### src/rtl/arb_pkg.sv
// Shared definitions for the 4-source round-robin select arbiter.
//   N_SRC        : number of request sources feeding the downstream mux
//   SEL_W        : width of the binary mux select
//   arb_state_t  : arbiter FSM states (IDLE, GRANT)
//   sel_to_onehot: converts a binary select into the matching one-hot grant
package arb_pkg;

    localparam int N_SRC = 4;
    localparam int SEL_W = 2;

    typedef enum logic [0:0] {
        IDLE  = 1'b0,
        GRANT = 1'b1
    } arb_state_t;

    function automatic logic [N_SRC-1:0] sel_to_onehot(input logic [SEL_W-1:0] s);
        sel_to_onehot = {{(N_SRC-1){1'b0}}, 1'b1} << s;
    endfunction

endpackage

### src/rtl/rr_pick4.sv
// Combinational rotating-priority picker.
// Returns the first set bit of req when scanning upward from ptr, wrapping 3->0.
// Ports:
//   req   [3:0] in  : request vector
//   ptr   [1:0] in  : highest-priority position for this pick
//   idx   [1:0] out : index of the chosen request (ptr when none is set)
//   found       out : at least one request is set
module rr_pick4
    import arb_pkg::*;
(
    input  logic [N_SRC-1:0] req,
    input  logic [SEL_W-1:0] ptr,
    output logic [SEL_W-1:0] idx,
    output logic             found
);

    logic [2*N_SRC-1:0] dbl_s;
    logic [N_SRC-1:0]   rot_s;
    logic [SEL_W-1:0]   off_s;

    // Doubling the vector lets a plain part-select perform the rotation:
    // rot_s[j] is req[(ptr + j) mod 4], so bit 0 is the top-priority source.
    assign dbl_s = {req, req};
    assign rot_s = dbl_s[{1'b0, ptr} +: N_SRC];

    // Fixed-priority encode of the rotated vector gives the offset from ptr.
    always_comb begin
        off_s = 2'd0;
        found = 1'b1;
        casez (rot_s)
            4'b???1: off_s = 2'd0;
            4'b??10: off_s = 2'd1;
            4'b?100: off_s = 2'd2;
            4'b1000: off_s = 2'd3;
            default: begin
                off_s = 2'd0;
                found = 1'b0;
            end
        endcase
    end

    // Offset back into absolute source numbering; 2-bit add wraps naturally.
    assign idx = ptr + off_s;

endmodule

### src/rtl/rr_sel_arbiter4.sv
// Round-robin arbiter producing the registered select for a downstream
// 4-to-1 mux. A source keeps the grant for up to BURST_LEN accepted transfers,
// or until it drops its request in a transfer cycle; the grant then rotates
// with the releasing source at lowest priority and no idle bubble.
// Ports:
//   clk        in        : rising-edge clock
//   rst        in        : synchronous active-high reset
//   req  [3:0] in        : per-source requests (bit i = mux input i)
//   out_ready  in        : consumer accepts the current word
//   sel  [1:0] out (reg) : binary index of the granted source
//   grant[3:0] out (reg) : one-hot of sel while out_valid, else 0
//   out_valid  out (reg) : selected mux word is valid
module rr_sel_arbiter4
    import arb_pkg::*;
#(
    parameter int BURST_LEN = 1
)
(
    input  logic             clk,
    input  logic             rst,
    input  logic [N_SRC-1:0] req,
    input  logic             out_ready,
    output logic [SEL_W-1:0] sel,
    output logic [N_SRC-1:0] grant,
    output logic             out_valid
);

    localparam int              CNT_W     = (BURST_LEN > 1) ? $clog2(BURST_LEN) : 1;
    localparam logic [CNT_W-1:0] LAST_BEAT = CNT_W'(BURST_LEN - 1);

    arb_state_t       state_r, state_n_s;
    logic [SEL_W-1:0] ptr_r, ptr_n_s;
    logic [CNT_W-1:0] beat_cnt_r, beat_cnt_n_s;
    logic [SEL_W-1:0] sel_r, sel_n_s;
    logic [N_SRC-1:0] grant_r, grant_n_s;
    logic             valid_r, valid_n_s;

    logic [SEL_W-1:0] pick_ptr_s;
    logic [SEL_W-1:0] pick_idx_s;
    logic             pick_found_s;
    logic             transfer_s;
    logic             release_s;

    // While granting, the only arbitration point is a release, and then the
    // priority must start just past the releasing source; in IDLE use ptr.
    always_comb begin
        if (state_r == GRANT) begin
            pick_ptr_s = sel_r + 2'd1;
        end else begin
            pick_ptr_s = ptr_r;
        end
    end

    rr_pick4 u_pick (
        .req   (req),
        .ptr   (pick_ptr_s),
        .idx   (pick_idx_s),
        .found (pick_found_s)
    );

    assign transfer_s = valid_r & out_ready;
    assign release_s  = transfer_s & ((beat_cnt_r == LAST_BEAT) | ~req[sel_r]);

    // Next-state and next-output logic; everything holds unless updated.
    always_comb begin
        state_n_s    = state_r;
        ptr_n_s      = ptr_r;
        beat_cnt_n_s = beat_cnt_r;
        sel_n_s      = sel_r;
        grant_n_s    = grant_r;
        valid_n_s    = valid_r;
        case (state_r)
            IDLE: begin
                if (pick_found_s) begin
                    state_n_s    = GRANT;
                    sel_n_s      = pick_idx_s;
                    grant_n_s    = sel_to_onehot(pick_idx_s);
                    valid_n_s    = 1'b1;
                    beat_cnt_n_s = {CNT_W{1'b0}};
                end else begin
                    state_n_s = IDLE;
                    grant_n_s = {N_SRC{1'b0}};
                    valid_n_s = 1'b0;
                end
            end
            GRANT: begin
                if (release_s) begin
                    ptr_n_s      = sel_r + 2'd1;
                    beat_cnt_n_s = {CNT_W{1'b0}};
                    if (pick_found_s) begin
                        // Back-to-back grant: out_valid stays high.
                        state_n_s = GRANT;
                        sel_n_s   = pick_idx_s;
                        grant_n_s = sel_to_onehot(pick_idx_s);
                        valid_n_s = 1'b1;
                    end else begin
                        state_n_s = IDLE;
                        grant_n_s = {N_SRC{1'b0}};
                        valid_n_s = 1'b0;
                    end
                end else if (transfer_s) begin
                    // Cannot pass LAST_BEAT: reaching it forces a release.
                    beat_cnt_n_s = beat_cnt_r + CNT_W'(1);
                end else begin
                    // Stalled: no retraction, select and valid hold.
                    state_n_s = GRANT;
                end
            end
            default: begin
                state_n_s = IDLE;
                grant_n_s = {N_SRC{1'b0}};
                valid_n_s = 1'b0;
            end
        endcase
    end

    // State, pointer, beat counter and output registers.
    always_ff @(posedge clk) begin
        if (rst) begin
            state_r    <= IDLE;
            ptr_r      <= {SEL_W{1'b0}};
            beat_cnt_r <= {CNT_W{1'b0}};
            sel_r      <= {SEL_W{1'b0}};
            grant_r    <= {N_SRC{1'b0}};
            valid_r    <= 1'b0;
        end else begin
            state_r    <= state_n_s;
            ptr_r      <= ptr_n_s;
            beat_cnt_r <= beat_cnt_n_s;
            sel_r      <= sel_n_s;
            grant_r    <= grant_n_s;
            valid_r    <= valid_n_s;
        end
    end

    assign sel       = sel_r;
    assign grant     = grant_r;
    assign out_valid = valid_r;

endmodule

### config.mk
export PLATFORM = sky130hd
export DESIGN_NAME = rr_sel_arbiter4
export DESIGN_NICKNAME = d
export VERILOG_FILES = /design/src/rtl/arb_pkg.sv /design/src/rtl/rr_pick4.sv /design/src/rtl/rr_sel_arbiter4.sv
export SDC_FILE = /design/constraint.sdc
export NUM_CORES = 1
export LEC_CHECK = 0
export BUFFER_PORTS_ARGS = -buffer_cell sky130_fd_sc_hd__buf_2
export CORE_MARGIN = 1.5
export CORE_UTILIZATION = 40
export CTS_CLUSTER_DIAMETER = 100
export DETAILED_ROUTE_END_ITERATION = 12
export GPL_ROUTABILITY_DRIVEN = 0
export SLEW_MARGIN = 25
export SYNTH_ARGS = -nofsm -noshare
export SYNTH_HDL_FRONTEND = slang
export SYNTH_HIERARCHICAL = 1
export SYNTH_SLANG_ARGS = --single-unit
### constraint.sdc
create_clock -name clk -period 3.05 [get_ports clk]
set_input_delay 0.61 -clock clk [delete_from_list [all_inputs] [get_ports clk]]
set_output_delay 0.61 -clock clk [all_outputs]
set_load 0.02 [all_outputs]
Yosys cells after proc, flatten, opt, wreduce, memory -nomap -nowiden

Cells that the tools add are included.

Register bits: 11
Input port bits: 7
Output and inout port bits: 7
Logic and storage cells: 47

Add/subtract/negate cells: 3
$lt $le $gt $ge: 1
Equality and inequality tests: 6
Shift operators: 2
Multiplexer cells: 20
Bitwise operators: 6
Reductions and logical operators: 3

Operators with widths:

| cell                | count |
|---|---|
| $mux 1              | 8 |
| $mux 4              | 2 |
| $pmux 4 s2          | 1 |
| $shiftx 8x3->4      | 1 |
| $mux 2              | 3 |
| $pmux 1 s2          | 3 |
| $pmux 2 s3          | 1 |
| $eq 4x4->1 const B  | 1 |
| $pmux 2 s2          | 1 |
| $reduce_and 2->1    | 2 |
| $reduce_or 4->1     | 1 |
| $shl 1x2->4 const A | 1 |
| $eq 3x3->1 const B  | 1 |
| $lt 2x3->1 const B  | 1 |
| $ne 3x1->1 const B  | 1 |
| $not 1->1           | 3 |
| $add 2x1->2 const B | 1 |
| $add 2x2->2         | 1 |
| $and 1x1->1         | 2 |
| $bmux 1 s2          | 1 |
| $eq 2x2->1 const B  | 1 |
| $ne 2x1->1 const B  | 1 |
| $ne 2x2->1 const B  | 1 |
| $add 1x1->1 const B | 1 |
| $or 1x1->1          | 1 |

Longest topological paths before layout

Depth after elaboration: 10
Mapped depth: 14

By module

Netlist, hierarchy kept.

Modules (own cells, without submodules):

| module          | instances | cells an instance | area an instance (µm²) | seq. area each (µm²) |
|---|---|---|---|---|
| rr_sel_arbiter4 | 1         | 66                | 619.3                  | 220.2 |
| rr_pick4        | 1         | 27                | 195.2                  | 0.0 |

Worst setup path after synthesis

Ideal clock, no wire load.

Path kind: register to register
Start: register sel_r[0], in the netlist sel[0]
End: register grant_r[1], in the netlist grant[1]
Library setup time: 0.130 ns
Arrival: 2.285 ns
Data required time: 2.920 ns
Slack: 0.634 ns
Cell stages (with the launch flop): 13
Buffers on the path: 1
Period minus slack after synthesis: 2.416 ns
Cell sequence: dfxtp_1 -> buf_6 -> xnor2_1 -> a21oi_1 -> o311ai_0 -> o21ai_0 -> o221ai_1 -> ha_1 -> xor2_1 -> xnor2_1 -> nor2_1 -> nand2_1 -> mux2i_1

Cells in the longest elaborated chain, start to end: 10
Elaborated cells on any way between the ends: 20
Those cells by class: add/sub (2); eq/ne (4); shift (2); mux (8); bitwise (3); reduce/logical (1)

RTL lines:

| item                                     | line                                         | text |
|---|---|---|
| start: declaration                       | rr_sel_arbiter4.sv:34                        | `logic [SEL_W-1:0] sel_r, sel_n_s;` |
| start signal: assignment                 | rr_sel_arbiter4.sv:123                       | `sel_r <= {SEL_W{1'b0}};` |
| start signal: assignment                 | rr_sel_arbiter4.sv:130                       | `sel_r <= sel_n_s;` |
| $add 2x1->2 (*)                          | rr_sel_arbiter4.sv:48                        | `pick_ptr_s = sel_r + 2'd1;` |
| $mux 2 (*)                               | rr_sel_arbiter4.sv:47                        | `if (state_r == GRANT) begin` |
| net pick_ptr_s[1]                        | rr_sel_arbiter4.sv:38                        | `logic [SEL_W-1:0] pick_ptr_s;` |
| $shiftx 8x3->4                           | rr_pick4.sv:24                               | `assign rot_s = dbl_s[{1'b0, ptr} +: N_SRC];` |
| $eq 4x4->1, or another cell as far along | rr_pick4.sv:30                               | `casez (rot_s)` |
| $pmux 2 s3                               | rr_pick4.sv:30                               |  |
| $add 2x2->2 (*)                          | rr_pick4.sv:43                               | `assign idx = ptr + off_s;` |
| net pick_idx_s[1]                        | rr_sel_arbiter4.sv:39                        | `logic [SEL_W-1:0] pick_idx_s;` |
| $shl 1x2->4 (*)                          | arb_pkg.sv:17                                | `sel_to_onehot = {{(N_SRC-1){1'b0}}, 1'b1} << s;` |
| $mux 4 (*)                               | rr_sel_arbiter4.sv:74, rr_sel_arbiter4.sv:90 |  |
| $mux 4                                   | rr_sel_arbiter4.sv:87                        | `if (release_s) begin` |
| $pmux 4 s2 (*)                           | rr_sel_arbiter4.sv:72                        | `case (state_r)` |
| end signal: assignment                   | rr_sel_arbiter4.sv:124                       | `grant_r <= {N_SRC{1'b0}};` |
| end signal: assignment                   | rr_sel_arbiter4.sv:131                       | `grant_r <= grant_n_s;` |
| end: declaration                         | rr_sel_arbiter4.sv:35                        | `logic [N_SRC-1:0] grant_r, grant_n_s;` |

The timed path passes the listed nets; every way through them passes the cells marked *. The select of a mux whose other input is x is not followed.
A chain may end at the register's enable or synchronous reset.

Final worst setup path

Start: register state_r
End: register grant_r[1], in the netlist grant[1]

Cells in the longest elaborated chain, start to end: 9
Elaborated cells on any way between the ends: 15
Those cells by class: add/sub (1); eq/ne (4); shift (2); mux (6); bitwise (1); reduce/logical (1)

RTL lines:

| item                                     | line                                         | text |
|---|---|---|
| start: declaration                       | rr_sel_arbiter4.sv:31                        | `arb_state_t state_r, state_n_s;` |
| start signal: assignment                 | rr_sel_arbiter4.sv:127                       | `state_r <= state_n_s;` |
| $mux 2 (*)                               | rr_sel_arbiter4.sv:47                        |  |
| net pick_ptr_s[0]                        | rr_sel_arbiter4.sv:38                        |  |
| $shiftx 8x3->4                           | rr_pick4.sv:24                               |  |
| $eq 4x4->1, or another cell as far along | rr_pick4.sv:30                               |  |
| $pmux 2 s3                               | rr_pick4.sv:30                               |  |
| $add 2x2->2 (*)                          | rr_pick4.sv:43                               |  |
| net pick_idx_s[1]                        | rr_sel_arbiter4.sv:39                        |  |
| $shl 1x2->4 (*)                          | arb_pkg.sv:17                                |  |
| $mux 4 (*)                               | rr_sel_arbiter4.sv:74, rr_sel_arbiter4.sv:90 |  |
| $mux 4                                   | rr_sel_arbiter4.sv:87                        |  |
| $pmux 4 s2 (*)                           | rr_sel_arbiter4.sv:72                        |  |

Marked as above.

==> flow_summary.rst <==
.. list-table::
   :header-rows: 1

   * - Metric
     - Value
   * - Synthesized-area fraction occupied by adder cells
     - 0.01536
   * - Total half-perimeter wirelength after legalization and detailed placement
     - 1209 microns
   * - Largest stage delay, worst path
     - 0.58 ns
   * - Clock tree from TritonCTS
     - done
   * - Max-cap violations
     - 0
   * - Worst-path cell chain
     - nor2_1, a21oi_1, nand2b_1, o22ai_1, o21ai_0, o221ai_1, ha_1, xor2_1, xnor2_1, nor2_1, nand2_1, mux2i_1
   * - Combinational family with the most area after synthesis
     - simple AND/OR/NAND/NOR gates
   * - R2r worst-path depth
     - 12
   * - Launch point of the critical path
     - state_r
   * - Maximum frequency from static timing analysis
     - around 360 MHz
   * - Post-synthesis xor/xnor area fraction
     - 0.03226
   * - Max Buffers Root-to-Sink
     - 2
   * - Post-detailed-route count of antenna-violating nets
     - 0
   * - Count of standard-cell rows
     - 16
   * - Count of final setup violators
     - 0
   * - Simple logic cell fraction of the synthesized area
     - 0.3134
   * - Share of synthesized registers carrying an async set or reset
     - 0
   * - Crit share post-route
     - 0.9082
   * - Width of the die
     - between 40 and 50 microns
   * - Cell Count Post-Placement
     - 130
   * - Unrepaired setup endpoints after global routing
     - no
   * - Post-CTS setup-driven buffer insertion count
     - 0
   * - Fraction of final layout cells sized beyond drive strength 1
     - 0.2804
   * - Layout Cells excl Fill
     - ~130
   * - Pin count of the biggest net entering global routing
     - 12
   * - Power per Cell Area
     - 498.8 mW/mm^2
   * - Global routing usage on met1
     - 0.2159
   * - Run status
     - completed
   * - Crit path max fanout
     - 11
   * - First DRT Iteration DRCs
     - 17
   * - Combined area of the multi-input logic cells
     - about 550 sq um
   * - Layout area overhead
     - 12.44%
   * - Via density per instance
     - 5.007
   * - Wirelength, routed
     - 1566 microns
   * - Die area
     - between 0.002 and 0.0025 sq mm
   * - Most numerous cell types in the synthesized netlist
     - sky130_fd_sc_hd__nand2_1, sky130_fd_sc_hd__nor2_1, sky130_fd_sc_hd__dfxtp_1
   * - Critical Path End Type
     - flop
   * - Number of H-tree levels
     - 1
   * - Number of fillers in the final layout
     - 210
   * - Number of detailed-route iterations in the first pass
     - 5
   * - Number of design rule violations left after detail routing
     - 0
   * - Final hold vios
     - 0
   * - Clock latency at the later pin of the worst-skew pair
     - between 0.2 and 0.3 ns
   * - Most common flop cell mapped by yosys
     - sky130_fd_sc_hd__dfxtp_1
   * - Max Transition Viols Final
     - 0
   * - Worst R2R End
     - grant[1]
   * - Mux cell area share after synthesis
     - 0.1598
   * - Clock tree root buffer cell
     - sky130_fd_sc_hd__clkbuf_4
   * - Total gr overflow
     - 0
   * - Number of nets in the layout
     - between 100 and 150
   * - Layer with the highest usage after global routing
     - met2
   * - Cell class contributing the biggest share of worst-path delay
     - compound AO/OA/AOI/OAI gates
   * - Post-synth top area cell
     - sky130_fd_sc_hd__dfxtp_1
   * - EDFF count, synth
     - 0
   * - Height of the die
     - a little under 50 microns
   * - Number of unique standard cell types used by synthesis
     - 38
   * - Post-cts sizing count
     - 0
   * - Flop-to-flop setup slack
     - between 0.2 and 0.3 ns
   * - Hold path depth
     - 2
   * - Top-level port count
     - 14
   * - Pre-CTS worst setup slack
     - 0.3419 ns
   * - Final worst clock skew
     - ~0.0025 ns
   * - Number of clock buffers inserted by TritonCTS
     - 3
   * - Vias in the first global route
     - ~600
   * - Seq cells post-synth
     - 11
   * - Clock net sink count
     - 11
   * - Input/output buffers
     - 13
   * - Inserted Diodes
     - 0
   * - Global-route wire length before repair
     - approximately 2500 microns
   * - Min-delay worst type
     - reg2reg
   * - Post-synthesis cell area
     - slightly above 800 sq um
   * - CP Data Required Time
     - 3.19 ns
   * - Mapped Cells
     - 93
   * - Critical Path Source Type
     - flop
   * - WS Path Type
     - reg2reg
   * - Initial antenna violation count
     - 0
   * - Static leakage power
     - between 0.3 and 0.4 nW
   * - GR Util met2
     - 0.2347
   * - Combined flip-flop and latch cell area
     - 220.2 sq um
   * - Area share of the largest cell type after synthesis
     - 0.2704
   * - Final worst slack
     - around 0.28 ns
   * - Setup TNS Final
     - 0 ns
   * - Post-Syn Nets
     - just over 100
   * - Initial standard-cell utilization of the core
     - 0.4195
   * - Worst r2r src
     - state_r
   * - Compound-gate portion of the synthesized area
     - 0.1521
   * - Post-synthesis sequential area ratio
     - 0.2704
   * - Clock slew at reported path FFs
     - roughly 0.070 ns
   * - Global routing met3 resource utilization
     - 0.04444
   * - Crit path to
     - grant[1]
   * - Placeable core region
     - between 0.0015 and 0.002 sq mm
   * - Actual slew at the worst max-slew pin
     - about 0.73 ns
   * - Worst voltage drop across the vdd grid
     - 0.2512 mV
   * - Global routing usage summed across all routing layers
     - 0.1557
   * - Synthesized area per cell
     - slightly below 9 sq um
   * - Total number of vias
     - between 600 and 700
   * - Yosys warnings
     - 6
   * - Final Critical Period
     - roughly 2.8 ns
   * - WP data arrival
     - ~2.9 ns
   * - Most frequent cell on the critical path
     - sky130_fd_sc_hd__nor2_1
   * - Relative max-transition margin
     - 0.5112
   * - Buffers & Inverters on Critical Path
     - 0
   * - Slowest stage cell on the critical path
     - sky130_fd_sc_hd__a21oi_1
   * - Largest cells by area after synthesis
     - sky130_fd_sc_hd__dfxtp_1, sky130_fd_sc_hd__mux2i_1, sky130_fd_sc_hd__nand2_1
   * - Number of hold buffers added after cts
     - 0
   * - Path length in cells of the critical path
     - 12
   * - Worst hold margin
     - between 0.4 and 0.5 ns
   * - Drt wl/cell
     - 11.69 microns
## per-layer routing
metal  wire length (microns)  share of wire
met5                       0              0
met4                       8         0.0051
met3                      50          0.032
met2                     747           0.48
met1                     759           0.48
## worst register-to-register path, cell delays in order, from the launching register on
cell                       delay [ns]
sky130_fd_sc_hd__dfxtp_1         0.49
sky130_fd_sc_hd__nor2_1          0.07
sky130_fd_sc_hd__a21oi_1         0.58
sky130_fd_sc_hd__nand2b_1        0.19
sky130_fd_sc_hd__o22ai_1         0.07
sky130_fd_sc_hd__o21ai_0         0.16
sky130_fd_sc_hd__o221ai_1        0.14
sky130_fd_sc_hd__ha_1            0.23
sky130_fd_sc_hd__xor2_1          0.15
sky130_fd_sc_hd__xnor2_1         0.33
sky130_fd_sc_hd__nor2_1          0.10
sky130_fd_sc_hd__nand2_1         0.08
sky130_fd_sc_hd__mux2i_1         0.06
## worst min-delay path by stage
| stage | from | to | slack [ns] |
|---|---|---|---|
| after global routing | grant[0] | grant[0] | 0.48 |
| after detailed placement | grant[3] | grant[3] | 0.44 |
| after global placement | grant[0] | grant[0] | 0.44 |
| after floorplan | beat_cnt_r | beat_cnt_r | 0.47 |
| after CTS | grant[1] | grant[1] | 0.46 |
| final | grant[1] | grant[1] | 0.46 |
## registers in the layout (all words and copies together), names as in the netlist
name,cells
beat_cnt_r,1
grant,4
out_valid,1
ptr_r,2
sel,2
state_r,1
## power by group
part	leakage [nW]	switching, mW	internal, mW	total (mW)
Clock	0.0150	0.0484	0.0505	0.0990
Sequential	0.0903	0.0205	0.162	0.182
Combinational	0.291	0.0972	0.0782	0.175
Total	0.397	0.166	0.291	0.457
## layout by cell type, fill, tap and decap left out, drive strengths merged, types with 2 or more instances in the layout
master,netlist,layout
a21oi,3,3
nor2b,4,4
dfxtp,11,11
mux2,3,3
buf,3,14
nand2,13,13
nor2,13,13
mux2i,8,8
nand3,2,2
xnor2,2,2
clkbuf,1,4
o21ai,3,3
nor3,2,2
nand2b,4,4
inv,4,4
## per-stage QoR
step	utilization	cell area [sq um]	power, mW
2_1_floorplan	-	814.5	0.3233
4_1_cts	0.4716	915.9	0.4610
3_3_place_gp	0.4581	889.6	0.3600
5_1_grt	0.4716	915.9	0.4849
6_report	0.4716	915.9	0.4568
3_5_place_dp	0.4581	889.6	0.3622
## final cells by class
type,count,share of cell area
flip-flops and latches,11,0.2404
well taps,27,0.03689
clock buffers,4,0.02869
repair buffers,14,0.07924
inverters,4,0.01639
multi-input cells,74,0.5984
## cell families (layout without fill, tap and decap cells)
kind of cell / Yosys count / count (layout)
compound gates: 15 / 15
xor+xnor: 3 / 3
fa+ha+maj: 1 / 1
buf+inv: 8 / 22
flops: 11 / 11
mux: 11 / 11
simple gates: 44 / 44
Power figures use the tool's default switching activity.
